File: src/rtl/cla5_mp_seq.sv
// Multi-precision add/subtract sequencer: WORDS x 5-bit operands are pushed one
// slice per cycle (LSB first) through a single shared cla5 with a registered carry.

module cla5 (
    input  logic [4:0] A,
    input  logic [4:0] B,
    input  logic       Cin,
    output logic [4:0] S,
    output logic       Cout
);
    logic [4:0] g;
    logic [4:0] p;
    logic [5:0] c;

    // Fully expanded lookahead carries, no ripple between bit positions
    always_comb begin
        g    = A & B;
        p    = A ^ B;
        c[0] = Cin;
        c[1] = g[0] | (p[0] & Cin);
        c[2] = g[1] | (p[1] & g[0]) | (p[1] & p[0] & Cin);
        c[3] = g[2] | (p[2] & g[1]) | (p[2] & p[1] & g[0]) | (p[2] & p[1] & p[0] & Cin);
        c[4] = g[3] | (p[3] & g[2]) | (p[3] & p[2] & g[1]) | (p[3] & p[2] & p[1] & g[0])
             | (p[3] & p[2] & p[1] & p[0] & Cin);
        c[5] = g[4] | (p[4] & g[3]) | (p[4] & p[3] & g[2]) | (p[4] & p[3] & p[2] & g[1])
             | (p[4] & p[3] & p[2] & p[1] & g[0]) | (p[4] & p[3] & p[2] & p[1] & p[0] & Cin);
        S    = p ^ c[4:0];
        Cout = c[5];
    end
endmodule

module cla5_mp_seq #(
    parameter int unsigned WORDS = 4
) (
    input  logic                 clk,
    input  logic                 rst_n,
    input  logic                 in_valid,
    output logic                 in_ready,
    input  logic [5*WORDS-1:0]   op_a,
    input  logic [5*WORDS-1:0]   op_b,
    input  logic                 cin,
    input  logic                 sub,
    output logic                 out_valid,
    input  logic                 out_ready,
    output logic [5*WORDS-1:0]   sum,
    output logic                 cout,
    output logic                 ovf,
    output logic                 busy
);
    localparam int unsigned W  = 5 * WORDS;
    localparam int unsigned KW = (WORDS > 1) ? $clog2(WORDS) : 1;

    typedef enum logic [1:0] {
        IDLE = 2'd0,
        RUN  = 2'd1,
        DONE = 2'd2
    } state_e;

    state_e          state_q, state_d;
    logic [KW-1:0]   k_q, k_d;
    logic            carry_q, carry_d;
    logic [W-1:0]    a_q, a_d;
    logic [W-1:0]    b_q, b_d;
    logic [W-1:0]    sum_q, sum_d;
    logic            cout_q, cout_d;
    logic            ovf_q, ovf_d;
    logic            out_valid_q, out_valid_d;
    logic            busy_q, busy_d;

    logic [4:0]      a_sl, b_sl, s_sl;
    logic            co_sl;
    logic            last_c;

    // Select the active slice of each operand register
    always_comb begin
        a_sl = '0;
        b_sl = '0;
        for (int unsigned i = 0; i < WORDS; i++) begin
            if (k_q == KW'(i)) begin
                a_sl = a_q[5*i +: 5];
                b_sl = b_q[5*i +: 5];
            end
        end
        last_c = (k_q == KW'(WORDS - 1));
    end

    cla5 u_cla (
        .A    (a_sl),
        .B    (b_sl),
        .Cin  (carry_q),
        .S    (s_sl),
        .Cout (co_sl)
    );

    // Next-state and output logic
    always_comb begin
        state_d     = state_q;
        k_d         = k_q;
        carry_d     = carry_q;
        a_d         = a_q;
        b_d         = b_q;
        sum_d       = sum_q;
        cout_d      = cout_q;
        ovf_d       = ovf_q;
        out_valid_d = out_valid_q;
        busy_d      = busy_q;
        case (state_q)
            IDLE: begin
                if (in_valid) begin
                    a_d     = op_a;
                    b_d     = sub ? ~op_b : op_b;
                    carry_d = sub | cin;
                    k_d     = '0;
                    busy_d  = 1'b1;
                    state_d = RUN;
                end
            end
            RUN: begin
                for (int unsigned i = 0; i < WORDS; i++) begin
                    if (k_q == KW'(i)) sum_d[5*i +: 5] = s_sl;
                end
                carry_d = co_sl;
                k_d     = k_q + KW'(1);
                if (last_c) begin
                    cout_d      = co_sl;
                    // Top slice of a/b carries the operand sign bits
                    ovf_d       = (a_sl[4] == b_sl[4]) && (s_sl[4] != a_sl[4]);
                    out_valid_d = 1'b1;
                    state_d     = DONE;
                end
            end
            DONE: begin
                if (out_ready) begin
                    out_valid_d = 1'b0;
                    busy_d      = 1'b0;
                    state_d     = IDLE;
                end
            end
            default: begin
                out_valid_d = 1'b0;
                busy_d      = 1'b0;
                state_d     = IDLE;
            end
        endcase
    end

    always_ff @(posedge clk or negedge rst_n) begin
        if (!rst_n) begin
            state_q     <= IDLE;
            k_q         <= '0;
            carry_q     <= 1'b0;
            a_q         <= '0;
            b_q         <= '0;
            sum_q       <= '0;
            cout_q      <= 1'b0;
            ovf_q       <= 1'b0;
            out_valid_q <= 1'b0;
            busy_q      <= 1'b0;
        end else begin
            state_q     <= state_d;
            k_q         <= k_d;
            carry_q     <= carry_d;
            a_q         <= a_d;
            b_q         <= b_d;
            sum_q       <= sum_d;
            cout_q      <= cout_d;
            ovf_q       <= ovf_d;
            out_valid_q <= out_valid_d;
            busy_q      <= busy_d;
        end
    end

    // Ready must drop the instant reset asserts and rise as soon as it releases
    assign in_ready  = rst_n && (state_q == IDLE);
    assign out_valid = out_valid_q;
    assign sum       = sum_q;
    assign cout      = cout_q;
    assign ovf       = ovf_q;
    assign busy      = busy_q;
endmodule

File: config.mk
export PLATFORM = sky130hd
export DESIGN_NAME = cla5_mp_seq
export DESIGN_NICKNAME = d
export VERILOG_FILES = /design/src/rtl/cla5_mp_seq.sv
export SDC_FILE = /design/constraint.sdc
export NUM_CORES = 1
export LEC_CHECK = 0
export CELL_PAD_IN_SITES_DETAIL_PLACEMENT = 0
export CELL_PAD_IN_SITES_GLOBAL_PLACEMENT = 1
export CORE_ASPECT_RATIO = 1.2
export CORE_MARGIN = 3
export CORE_UTILIZATION = 35
export CTS_BUF_LIST = sky130_fd_sc_hd__clkbuf_4 sky130_fd_sc_hd__clkbuf_8
export DETAILED_ROUTE_END_ITERATION = 12
export HOLD_SLACK_MARGIN = 0.12
export PLACE_DENSITY = 0.76
export SYNTH_ARGS = -nofsm -noshare
export SYNTH_HDL_FRONTEND = slang
export SYNTH_SLANG_ARGS = --single-unit
export TNS_END_PERCENT = 10
File: constraint.sdc
create_clock -name clk -period 6.1 [get_ports clk]
set_clock_uncertainty 0.1 [all_clocks]
set_input_delay 1.22 -clock clk [delete_from_list [all_inputs] [get_ports clk]]
set_output_delay 1.22 -clock clk [all_outputs]
set_load 0.1 [all_outputs]
==> results by stage <==
Timing:
- For the pin with the worst max-slew slack, the measured transition is 0.979 ns.
- Counting I/O delays and the setup requirement, the final critical path takes 4.03 ns.
- The number of pins with negative max-slew slack in the final report is 0.
- Setup violations remaining at the end of the flow were counted as 0.
- The peak clock frequency supported by timing is 0.248 GHz.
- The number of hold violations in the final report is 0.
- In this run the tightest slew margin relative to its limit is 34.5%.
- Of the available clock period, the critical path in the final layout requires 66.1%.
- Setup total negative slack on the finished layout was measured at 0 ns.
- The worst path meets setup with 2.07 ns of slack.
- Setup repair after global routing left no endpoint under its margin.

Routing:
- The routed wire length on met3 is 294 µm.
- The residual DRC count is 0.
- The first TritonRoute pass finished after 4 iterations.
- Using the TritonRoute via totals, the vias-per-cell ratio works out to 4.64.
- In the final routed layout, each cell accounts on average for 13.4 µm.
- The aggregate routed wire length is 6.89 mm.
- The wire length on met1 is 3.00 mm.
- After the first detailed-routing iteration, the DRC count stood at 100.
- The routed layout has 2379 vias.
- The wire length on met2 is 3.47 mm.
- Routed signal wires occupy layers up through met4.
- The count of nets left with antenna violations once routing finished came out at 0.

CTS:
- The clock insertion delay at the later pin of the skew report is 0.33 ns.
- TritonCTS built the clock tree.
- Clock tree synthesis found a total of 69 sinks.
- The H-tree depth reported by CTS is 3.
- Buffers inserted during clock tree synthesis total 9.
- Clock-pin slew was measured on the worst setup and hold paths at 0.07 ns.
- CTS placed an instance of sky130_fd_sc_hd__clkbuf_8 at the clock tree root.
- The maximum buffer depth of the clock tree is 2.
- The post-CTS setup buffer count is 0.
- The cts-stage hold buffer count is 0.
- The number of cells upsized or downsized after cts is 0.

Global route:
- The aggregate global routing overflow is 0.
- Global routing consumed, over all layers together, 13.6% of the routing resources.
- Entering global routing, the biggest net connects 70 pins.
- The wire length of the first global-routing pass is 11.4 mm.
- The initial antenna violation count was 0.
- The number of global-route vias before repair is 2420.

Floorplanning:
- The floorplan die width is 95.3 µm.
- The total core area is 9180 µm².
- The chip height is 113 µm.
- The floorplan row count is 38.
- The die covers 10800 µm².
- The number of top-level design ports is 71.
- The initial utilization of the core area, before any placement, comes to 36.5%.

Logic synthesis:
- The register bit count reported by yosys is 69.
- The total number of yosys warnings is 0.
- The synthesized netlist contains 33 unique library cells.
- Averaged over all synthesized cells, the footprint is 10.4 µm².
- Sequential cells were found to cover 51.6% of the synthesized design area.
- Counting flops with an async set or reset pin after synthesis yields a share of 100%.
- The instance count of the mapped netlist is 323.
- The mapped netlist covers 3350 µm².
- The synthesized design contains 0 enable-type register cells.
- Synthesis produced a netlist with a net count of 379.
- The most frequently used flop master after synthesis is sky130_fd_sc_hd__dfrtp_1.

Cells and area:
- The number of antenna diodes in the final layout is 0.
- The count of fill cells added during filler insertion is 910.
- The share of layout cells above drive strength 1 is 12.5%.
- For this run, the post-layout net count is 444.
- The layout overhead on the synthesized area is 27.9%.

Worst setup path:
- STA classifies the critical path startpoint as an input port.
- At the worst endpoint, the arrival time is 2.71 ns.
- The category of the worst setup path capture point is a primary output.
- Data on the critical path is required at its endpoint by 4.78 ns.
- The peak fanout along the critical path is 2.
- The path type of the worst setup path is input port to primary output.

Place:
- Input and output buffers added on the ports amount to 70.
- The last weighted congestion value of the routability-driven placer is 0.716.
- The worst-case setup slack after placement is 2.06 ns.
- The HPWL after detailed placement is 4.93 mm.

Worst hold path:
- The min-delay analysis places its worst path in the category flip-flop to flip-flop.

Job:
- The tool flagged a number of max-cap violations equal to 0.

Outcome:
- The run finished with clean final reports.
[cell usage in the layout, fill, tap and decap left out, types with 2 or more instances in the layout]
cell type                         count
sky130_fd_sc_hd__a21oi_1             43
sky130_fd_sc_hd__and2_1               2
sky130_fd_sc_hd__and3_1               2
sky130_fd_sc_hd__buf_4                3
sky130_fd_sc_hd__clkbuf_8             9
sky130_fd_sc_hd__clkdlybuf4s50_1     69
sky130_fd_sc_hd__clkinv_2             5
sky130_fd_sc_hd__clkinv_4             2
sky130_fd_sc_hd__dfrtp_1             69
sky130_fd_sc_hd__ha_1                 9
sky130_fd_sc_hd__inv_1                5
sky130_fd_sc_hd__mux2_2              25
sky130_fd_sc_hd__mux2i_1              4
sky130_fd_sc_hd__nand2_1             44
sky130_fd_sc_hd__nand2_2              2
sky130_fd_sc_hd__nand3b_1             9
sky130_fd_sc_hd__nor2_1              24
sky130_fd_sc_hd__o21ai_0             27
sky130_fd_sc_hd__o21ai_1              2
sky130_fd_sc_hd__xnor2_1             21
sky130_fd_sc_hd__xor2_1               2
[area by class of cell]
| class | count | area [µm²] | share of cell area, % |
|---|---|---|---|
| flip-flops and latches | 69 | 1730 | 40.3 |
| multi-input cells | 230 | 1500 | 35.1 |
| repair buffers | 73 | 718 | 16.8 |
| well taps | 120 | 150 | 3.51 |
| clock buffers | 9 | 124 | 2.89 |
| clock inverters | 7 | 42.5 | 0.994 |
| inverters | 5 | 18.8 | 0.438 |
[cell usage after synthesis (all sizes together) (2+ instances only)]
master	number	area, µm²
nand3b	9	67.6
mux2	25	282
mux2i	4	40.0
buf	12	75.1
and3	2	12.5
o21ai	29	145
and2	2	12.5
dfrtp	69	1730
nor2	24	90.1
nand2	46	178
a21oi	43	215
clkbuf	7	26.3
ha	9	113
inv	5	18.8
xnor2	22	200
xor2	2	17.5
nor3b	2	26.3
[per-layer routing]
metal | vias to the layer above | global-route usage (%)
met4 | 0 | 5.49
met2 | 51 | 23.4
met3 | 11 | 2.26
met5 | - | 0
met1 | 1087 | 16.7
li1 | 1230 | -
[stage by stage]
stage	util (%)	instance area, µm²	cells	hold slack [ns]
floorplan	-	3350	323	0.380
finish	46.7	4280	513	0.380
global route	46.7	4280	513	0.400
CTS	46.7	4280	513	0.387
detailed placement	44.8	4120	497	0.370
global placement	44.8	4120	497	0.360
[state kept, by name, summed over array words and instances (netlist names)]
name       flops
a_q           20
b_q           20
sum           20
k_q            2
state_q        2
busy           1
carry_q        1
cout           1
out_valid      1
ovf            1
[kinds of logic (layout without fill, tap and decap cells)]
kind of cell	count (synthesis)	after routing	share of synthesized area (%)
muxes	29	29	9.60
xor gates and xnor gates	24	24	6.50
AOI/OAI and AO/OA	79	79	12.5
DFF	69	69	51.6
adders and majority gates	10	10	3.96
and+or+nand+nor	88	88	12.3
buffers and inverters	24	94	3.59
[final timing paths]
path,startpoint,end,slack [ns],cells past startpoint
setup / recovery,rst_n,in_ready,2.07,3
hold / removal,sum[11]$_DFFE_PN0P_,sum[11]$_DFFE_PN0P_,0.38,2
setup reg to reg,k_q[1]$_DFFE_PN0P_,cout$_DFFE_PN0P_,2.70,11
hold reg to reg,sum[11]$_DFFE_PN0P_,sum[11]$_DFFE_PN0P_,0.38,2
max in group asynchronous,rst_n,b_q[7]$_DFFE_PN0P_,4.29,2
min in group asynchronous,rst_n,a_q[11]$_DFFE_PN0P_,1.05,2
[critical path, cell delays in order]
cell                              delay, ns
sky130_fd_sc_hd__buf_2                 0.12
sky130_fd_sc_hd__nor3b_1               0.20
sky130_fd_sc_hd__clkdlybuf4s50_1       1.17
Power is not shown: default switching activity piles up to over one toggle a cycle in this logic, so the estimate is an artifact.
